[config.mk]
export PLATFORM = sky130hd
export DESIGN_NAME = uart_tx
export DESIGN_NICKNAME = d
export VERILOG_FILES = /design/src/rtl/uart_pkg.sv /design/src/rtl/uart_tx_tsr.sv /design/src/rtl/uart_tx.sv
export SDC_FILE = /design/constraint.sdc
export NUM_CORES = 1
export LEC_CHECK = 0
export BUFFER_PORTS_ARGS = -buffer_cell sky130_fd_sc_hd__buf_4
export CAP_MARGIN = 40
export CORE_UTILIZATION = 53
export CTS_CLUSTER_DIAMETER = 50
export CTS_CLUSTER_SIZE = 14
export DETAILED_ROUTE_END_ITERATION = 7
export PLACE_DENSITY = 0.82
export RECOVER_POWER = 50
export SKIP_CTS_REPAIR_TIMING = 1
export SLEW_MARGIN = 20
export SYNTH_ARGS = -nofsm -noshare
export SYNTH_HDL_FRONTEND = slang
export SYNTH_SLANG_ARGS = --single-unit
[constraint.sdc]
create_clock -name clk -period 1.8 [get_ports clk]
set_clock_uncertainty 0.1 [all_clocks]
set_input_delay 0.09 -clock clk [delete_from_list [all_inputs] [get_ports clk]]
set_output_delay 0.09 -clock clk [all_outputs]
set_load 0.03 [all_outputs]
[src/rtl/uart_pkg.sv]
// Shared UART definitions: tx FSM state encoding, line-level constants and the
// bit-counter width helper used by the transmit path.
package uart_pkg;

  typedef enum logic [2:0] {
    TX_IDLE   = 3'd0,
    TX_START  = 3'd1,
    TX_DATA   = 3'd2,
    TX_PARITY = 3'd3,
    TX_STOP   = 3'd4
  } tx_state_t;

  localparam logic LINE_IDLE = 1'b1;
  localparam logic START_BIT = 1'b0;
  localparam logic STOP_BIT  = 1'b1;

  // A single-bit counter is still needed when clog2 would give zero.
  function automatic int cnt_width(input int n);
    return (n > 1) ? $clog2(n) : 1;
  endfunction

endpackage

[src/rtl/uart_tx_tsr.sv]
// Transmit shift register with its data-bit counter; shifts LSB-first and flags
// the last data bit of the frame.
module uart_tx_tsr
  import uart_pkg::*;
#(
  parameter int DATA_SIZE = 7
) (
  input  logic                 clk,
  input  logic                 reset,
  input  logic                 load,
  input  logic                 shift,
  input  logic [DATA_SIZE-1:0] load_data,
  output logic                 serial_bit,
  output logic                 next_bit,
  output logic                 last_bit
);

  localparam int CW = cnt_width(DATA_SIZE);

  logic [DATA_SIZE-1:0] tsr;
  logic [CW-1:0]        bit_cnt;

  always_ff @(posedge clk) begin
    if (reset) begin
      tsr     <= '0;
      bit_cnt <= '0;
    end else if (load) begin
      tsr     <= load_data;
      bit_cnt <= '0;
    end else if (shift) begin
      tsr     <= tsr >> 1;
      bit_cnt <= bit_cnt + 1'b1;
    end
  end

  // next_bit lets the top register the line value one bit ahead of the shift.
  assign serial_bit = tsr[0];
  assign next_bit   = tsr[1];
  assign last_bit   = (bit_cnt == CW'(DATA_SIZE - 1));

endmodule

[src/rtl/uart_tx.sv]
// UART transmitter: holding register, frame FSM, stop counter and optional
// parity (enabled by defining TX_PARITY_EN). Bit timing comes from bit_tick.
module uart_tx
  import uart_pkg::*;
#(
  parameter int DATA_SIZE  = 7,
  parameter int STOP_BITS  = 1,
  parameter int PARITY_ODD = 0
) (
  input  logic                 clk,
  input  logic                 reset,
  input  logic [DATA_SIZE-1:0] data_in,
  input  logic                 data_write,
  output logic                 tx_ready,
  output logic                 tx_busy,
  input  logic                 bit_tick,
  output logic                 transmit_line
);

  localparam logic [2:0] S_IDLE   = TX_IDLE;
  localparam logic [2:0] S_START  = TX_START;
  localparam logic [2:0] S_DATA   = TX_DATA;
`ifdef TX_PARITY_EN
  localparam logic [2:0] S_PARITY = TX_PARITY;
`endif
  localparam logic [2:0] S_STOP   = TX_STOP;

  if (DATA_SIZE < 5 || DATA_SIZE > 9 || STOP_BITS < 1 || STOP_BITS > 2 ||
      PARITY_ODD < 0 || PARITY_ODD > 1) begin : g_bad_cfg
    $error("uart_tx: unsupported parameter combination");
  end

  logic [2:0]           state;
  logic [2:0]           state_nx;
  logic [DATA_SIZE-1:0] thr;
  logic                 thr_full;
  logic                 load;
  logic                 shift;
  logic                 line_nx;
  logic                 serial_bit;
  logic                 next_bit;
  logic                 last_bit;
  logic                 stop_cnt;
  logic                 stop_last;
`ifdef TX_PARITY_EN
  logic                 parity_bit;
`endif

  assign tx_ready  = ~thr_full;
  assign stop_last = (STOP_BITS < 2) ? 1'b1 : stop_cnt;

  uart_tx_tsr #(
    .DATA_SIZE(DATA_SIZE)
  ) u_tsr (
    .clk       (clk),
    .reset     (reset),
    .load      (load),
    .shift     (shift),
    .load_data (thr),
    .serial_bit(serial_bit),
    .next_bit  (next_bit),
    .last_bit  (last_bit)
  );

  // The line value is computed for the next state so the registered output
  // changes on the same edge as the state itself.
  always_comb begin
    state_nx = state;
    line_nx  = transmit_line;
    load     = 1'b0;
    shift    = 1'b0;
    if (bit_tick) begin
      case (state)
        S_IDLE: begin
          if (thr_full) begin
            state_nx = S_START;
            line_nx  = START_BIT;
            load     = 1'b1;
          end
        end
        S_START: begin
          state_nx = S_DATA;
          line_nx  = serial_bit;
        end
        S_DATA: begin
          shift = 1'b1;
          if (last_bit) begin
`ifdef TX_PARITY_EN
            state_nx = S_PARITY;
            line_nx  = parity_bit;
`else
            state_nx = S_STOP;
            line_nx  = STOP_BIT;
`endif
          end else begin
            line_nx = next_bit;
          end
        end
`ifdef TX_PARITY_EN
        S_PARITY: begin
          state_nx = S_STOP;
          line_nx  = STOP_BIT;
        end
`endif
        S_STOP: begin
          if (stop_last) begin
            if (thr_full) begin
              state_nx = S_START;
              line_nx  = START_BIT;
              load     = 1'b1;
            end else begin
              state_nx = S_IDLE;
              line_nx  = LINE_IDLE;
            end
          end
        end
        default: begin
          state_nx = S_IDLE;
          line_nx  = LINE_IDLE;
        end
      endcase
    end
  end

  // A transfer clears THR in the same cycle, so a coincident write is refused.
  always_ff @(posedge clk) begin
    if (reset) begin
      state         <= S_IDLE;
      transmit_line <= LINE_IDLE;
      tx_busy       <= 1'b0;
      thr           <= '0;
      thr_full      <= 1'b0;
      stop_cnt      <= 1'b0;
`ifdef TX_PARITY_EN
      parity_bit    <= 1'b0;
`endif
    end else begin
      state         <= state_nx;
      transmit_line <= line_nx;
      tx_busy       <= (state_nx != S_IDLE);
      if (load) begin
        thr      <= '0;
        thr_full <= 1'b0;
      end else if (data_write && !thr_full) begin
        thr      <= data_in;
        thr_full <= 1'b1;
      end
      if (state != S_STOP)
        stop_cnt <= 1'b0;
      else if (bit_tick)
        stop_cnt <= ~stop_cnt;
`ifdef TX_PARITY_EN
      if (load)
        parity_bit <= (^thr) ^ (PARITY_ODD != 0);
`endif
    end
  end

endmodule
==> results of run 1 <==
[metrics by stage]
stage               util [%]  instances  hold WS (ns)
global placement        62.0        156         0.199
CTS                     63.6        160        -0.134
floorplan                  -        121        0.0668
global route            67.7        169        0.0249
finish                  67.7        169        0.0217
detailed placement      62.0        156         0.218
[sequential cells by signal (all words and copies together) (netlist names)]
signal and cells:
state 3, transmit_line 1, tx_busy 1, u_tsr.tsr 7, u_tsr.bit_cnt 3, thr_full 1
thr 7
[per-layer routing]
layer,vias up,global-route usage (%)
met4,0,12.6
met2,17,36.7
met3,7,3.46
met5,-,0
met1,441,30.2
li1,481,-
[cell usage after synthesis]
cell	count
nor4b_1	1
or2_1	2
o21a_1	1
buf_2	6
nor2b_1	3
mux2i_1	7
nor2_1	14
and4bb_1	2
o21ai_0	3
and2_1	1
o32ai_1	1
a21oi_1	7
clkbuf_1	2
nand2b_1	1
a211oi_1	7
or4b_1	1
dfxtp_1	23
or3b_1	5
ha_1	2
buf_4	1
inv_2	1
a31oi_1	7
o31ai_1	7
nor3b_1	1
a2111oi_1	1
a21o_1	1
inv_1	4
nand3_1	1
nand4bb_1	1
nand2_1	6
or3_1	1
[area by class of cell]
type                       count  share of cell area [%]
timing repair buffer          26                    15.7
clock buffer                   3                    1.71
clock inverter                 1                   0.571
multi-input combinational     84                    43.0
inverter                       5                    1.43
sequential                    23                    35.0
tap                           27                    2.57
[where the power goes]
part	internal (mW)	total (mW)	switching, mW
Sequential	0.539	0.561	0.0215
Clock	0.0851	0.255	0.170
Combinational	0.0837	0.171	0.0872
[cells in the final DEF, fill, tap and decap left out]
cell / instances
nor4b_1: 1
dlygate4sd3_1: 9
mux2i_1: 7
clkinvlp_4: 1
clkbuf_4: 3
clkbuf_1: 3
nor2b_1: 3
nand2b_1: 1
a211oi_1: 7
a21o_1: 1
nor3b_1: 1
nor2_1: 14
or3_1: 1
buf_4: 14
a2111oi_1: 1
a21oi_1: 7
or3b_1: 5
a31oi_1: 7
inv_2: 1
nand2_1: 6
ha_1: 2
or4b_1: 1
dfxtp_1: 23
nand4bb_1: 1
and4bb_1: 2
or2_1: 2
and2_1: 1
o21a_1: 1
o21ai_0: 3
nand3_1: 1
inv_1: 4
o31ai_1: 7
o32ai_1: 1
[logic make-up (layout without fill, tap and decap cells)]
kind of cell               count (synthesis)  in the layout  synth area share [%]
and+or+nand+nor                           40             40                  21.7
AOI/OAI and AO/OA                         35             35                  21.4
DFF                                       23             23                  42.3
buffers and inverters                     14             35                  5.86
muxes                                      7              7                  6.44
adders and majority gates                  2              2                  2.30
[worst min-delay path, cell delays in order]
cell     delay [ns]
buf_4          0.15
o31ai_1        0.09
o31ai_1        0.07
[worst min-delay path by stage]
| stage | startpoint | end | slack [ns] | cells past startpoint |
|---|---|---|---|---|
| finish | bit_tick | transmit_line | 0.02 | 3 |
| global route | bit_tick | transmit_line | 0.02 | 3 |
| CTS | data_write | thr_full | -0.13 | 3 |
| detailed placement | data_write | thr_full | 0.22 | 3 |
| global placement | data_write | thr_full | 0.20 | 3 |
| floorplan | reset | u_tsr.tsr[5] | 0.07 | 1 |
==> impl_metrics.tcl, run 1 <==
set metrics [dict create \
    clk_latency_ns 0.33 \
    synth_area_leaders "dfxtp_1 (42%), mux2i_1 (6.4%), a211oi_1 (4.8%), nor2_1 (4.8%), o31ai_1 (4.8%)" \
    n_fill_cell 174 \
    critPathLaunchType "register" \
    io_pins 14 \
    crit_end "u_tsr.tsr[5]" \
    worst_pin_slew_ns 0.499 \
    cts_root_buf "clkbuf_4" \
    routed.top_layer "met4" \
    setup.worst_path.start "state[1]" \
    antenna_found_initial 0 \
    cts_tree "yes" \
    finalWorstSetupSlack_ns 0.103 \
    grt_pass1_wl_mm 3.57 \
    synth.avg_cell_area_um2 9.00 \
    syn_area_um2 1090 \
    seq_area_um2 460 \
    via_count 946 \
    wl_met1_mm 1.10 \
    required_ns 1.90 \
    drv_cap 0 \
    core_um2 1940 \
    wl_met2_mm 1.13 \
    power_density_nw_per_um2 751 \
    vdd_drop_max_mv 0.530 \
    dr.first_iter.drc_count 15 \
    viasPerCell 5.60 \
    ys_warn_count 0 \
    initial_core_util_pct 56.1 \
    port_buffers 13 \
    worstRegToRegCells 4 \
    relSlewSlack_pct 66.7 \
    grt_usage_pct 23.2 \
    design_area_um2 1310 \
    cp-end-kind "register" \
    htreeDepth 1 \
    path_cells "buf_4 -> or2_1 -> a31oi_1 -> a2111oi_1" \
    cp.arrival_ns 1.79 \
    area_delta_synth_final_pct 20.7 \
    crit_cells 4 \
    numCtsBuffers 3 \
    min-delay-path-class "in -> reg" \
    routed_wl_mm 2.35 \
    num_rows 16 \
    crit_slowest_cell "dfxtp_1" \
    yosysTopAreaCell "dfxtp_1" \
    path_class "reg -> reg" \
    fin_crit_sh_pct 94.3 \
    ys_types 31 \
    regToRegStartpoint "state[1]" \
    wl_met3_um 48 \
    netlist_instances 121 \
    antenna_cells 0 \
    setup_viol 0 \
    grt_max_degree 18 \
    synth.net_count 134 \
    detail-route-antenna-nets 0 \
    cp_max_fo 17 \
    overflow 0 \
    clock_path_buffers 2 \
    cts.reportedPaths.clkPinSlew_ns 0.14 \
    dpl.hpwl_mm 1.45 \
    slew_violations 0 \
    fin_crit_ns 1.70 \
    die_x_um 47.3 \
    dr.pass1.iters 4 \
    multiInputGateArea_um2 564 \
    dpl-instance-area_um2 1200 \
    die_area_um2 2240 \
    ys_seq_area_share_pct 42.3 \
    status "completed" \
    dp_slack_ns 0.298 \
    max_stage_delay_ns 0.46 \
    cts_sinks 23 \
    leakage_nw 0.487 \
    drive_gt1_share_pct 13.4 \
    hold_violations 0 \
    reg2reg_slack_ns 0.10 \
    r2r_end "u_tsr.tsr[5]" \
    cp_top_family "compound AO/OA/AOI/OAI gates" \
    tns_ns 0 \
    ys_seq_elements 23 \
    yosysTopAreaCellShare_pct 42.3 \
    grt_setup_unrepaired "no" \
    fp.dieH_um 47.3 \
    drc 0 \
    wl_per_cell_um 13.9 \
    cp_num_buf_inv 1 \
    place.gp.congestion 0.827 \
    final_net_count 156 \
    fmax_ghz 0.589 \
    first_global_vias 786 \
    total_power_mw 0.987 \
]
No activity file was read; power rests on OpenSTA's default activity.
==> run 2, diff against run 1 <==
Settings changed: PLACE_DENSITY 0.82 to 0.83, SYNTH_HIERARCHICAL set to 1.
==> impl_metrics.tcl, run 2 <==
set metrics [dict create \
    synth_common_cells "dfxtp_1 (23), mux2i_1 (13), nor2_1 (13), nor2b_1 (8), a211oi_1 (7)" \
    cp_num_buf_inv 1 \
    final_net_count 141 \
    reg.largest.list "thr (7), u_tsr/tsr (7)" \
    port_buffers 13 \
    worst_pin_slew_ns 0.363 \
    die_x_um 45.2 \
    htreeDepth 1 \
    synth_edf_count 0 \
    wl_per_cell_um 14.0 \
    yosysTopAreaCell "dfxtp_1" \
    regToRegStartpoint "u_tsr/bit_cnt[0]" \
    dp.cells 139 \
    syn_area_um2 991 \
    initial_core_util_pct 56.8 \
    wl_met1_um 985 \
    vdd_drop_max_mv 0.596 \
    fp.dieH_um 45.2 \
    numCtsBuffers 3 \
    overflow 0 \
    synth.avg_cell_area_um2 9.62 \
    required_ns 1.90 \
    max_stage_delay_ns 0.40 \
    setup.worst_path.start "u_tsr/bit_cnt[0]" \
    drc 0 \
    antenna_cells 0 \
    dpl.hpwl_mm 1.32 \
    final_cell_mix "dfxtp_1 (23), nor2_1 (13), mux2i_1 (13)" \
    path_class "reg -> reg" \
    drv_cap 0 \
    num_rows 15 \
    core_um2 1750 \
    ys_seq_area_share_pct 46.5 \
    place.gp.congestion 0.736 \
    fin_crit_ns 1.62 \
    ys.flop_type "dfxtp_1" \
    status "completed" \
    io_pins 14 \
    tns_ns 0 \
    viasPerCell 5.37 \
    ys_seq_elements 23 \
    dr.pass1.iters 4 \
    fin_crit_sh_pct 89.8 \
    wl_met2_mm 1.06 \
    grt_usage_pct 21.0 \
    detail-route-antenna-nets 0 \
    synth.net_count 116 \
    setup_viol 0 \
    antenna_found_initial 0 \
    critPathLaunchType "register" \
    slew_violations 0 \
    fmax_ghz 0.619 \
    clock_path_buffers 2 \
    min-delay-path-class "in -> reg" \
    dpl-instance-area_um2 1110 \
    ys_types 30 \
    first_global_vias 695 \
    grt_pass1_wl_mm 2.95 \
    path_cells "inv_1 -> ha_1 -> and2_1 -> or4_1 -> o21ai_1 -> o21ai_0" \
    synth_area_leaders "dfxtp_1 (46%), mux2i_1 (13%), a211oi_1 (5.3%), nor2b_1 (5.1%), nor2_1 (4.9%)" \
    relSlewSlack_pct 75.5 \
    yosysTopAreaCellShare_pct 46.5 \
    final_common_cell "dfxtp_1" \
    area_delta_synth_final_pct 22.5 \
    clk_latency_ns 0.31 \
    design_area_um2 1210 \
    grt_max_degree 15 \
    power_density_nw_per_um2 774 \
    crit_slowest_cell "or4_1" \
    die_area_um2 2050 \
    leakage_nw 0.489 \
    via_count 816 \
    n_fill_cell 127 \
    synth_most_common_cell "dfxtp_1" \
    hold_violations 0 \
    cts.reportedPaths.clkPinSlew_ns 0.13 \
    cp_max_fo 3 \
    cts_tree "yes" \
    total_power_mw 0.939 \
    synth-async-reset-ratio_pct 0 \
    dr.first_iter.drc_count 15 \
    grt_setup_unrepaired "no" \
    hold_path.startpoint "bit_tick" \
    cp_top_family "simple AND/OR/NAND/NOR gates" \
    cp.arrival_ns 1.72 \
    cp-end-kind "register" \
    routed.top_layer "met4" \
    stdcell_count 152 \
    drive_gt1_share_pct 12.6 \
    cts_sinks 23 \
    ys_warn_count 6 \
    routed_wl_mm 2.13 \
    cts_root_buf "clkbuf_4" \
    wl_met3_um 45 \
    netlist_instances 103 \
]
run 2: through the flow:
stage | utilization [%] | setup slack (ns) | hold slack (ns)
detailed placement | 63.5 | 0.222 | 0.208
global placement | 63.5 | 0.312 | 0.201
CTS | 65.0 | 0.202 | -0.120
floorplan | - | 0.329 | 0.0591
finish | 69.5 | 0.184 | 0.00284
global route | 69.5 | 0.110 | 0.000814
run 2: final timing paths:
path         slack, ns            end  depth (start not counted)
max reg2reg       0.18  transmit_line                          6
min reg2reg       0.40   u_tsr/tsr[6]                          2
max               0.18  transmit_line                          6
min              0.003       state[0]                          3
run 2: cell families after synthesis:
| logic type | synth area share [%] |
|---|---|
| adder cells (fa/ha/maj) | 2.52 |
| AO/OA/AOI/OAI | 13.5 |
| AND/OR/NAND/NOR | 19.3 |
| buffers and inverters | 4.17 |
| flip-flops | 46.5 |
| XOR/XNOR | 0.884 |
| multiplexers | 13.1 |
run 2: cell type report:
type,instances,area [um^2],area share [%]
inverter,4,15.0,1.24
clock buffer,4,26.3,2.16
sequential,23,460,37.9
multi-input combinational,72,489,40.3
tap,25,31.3,2.58
timing repair buffer,24,191,15.8
run 2: metal layers:
layer	GRT usage, %	up-vias
li1	-	410
met1	25.4	387
met2	34.8	15
met3	4.80	4
met4	10.9	0
met5	0	-
run 2: power breakdown:
part / internal [mW] / switching, mW / total, mW
clock network: 0.0867 / 0.159 / 0.246
logic: 0.0684 / 0.0684 / 0.137
registers: 0.537 / 0.0202 / 0.557
run 2: worst register-to-register path, delay by kind of cell (launching register included):
| family | cells | cell delay (ns) |
|---|---|---|
| and+or+nand+nor | 2 | 0.58 |
| DFF | 1 | 0.39 |
| adders and majority gates | 1 | 0.21 |
| AOI/OAI and AO/OA | 2 | 0.16 |
| buffers and inverters | 1 | 0.07 |
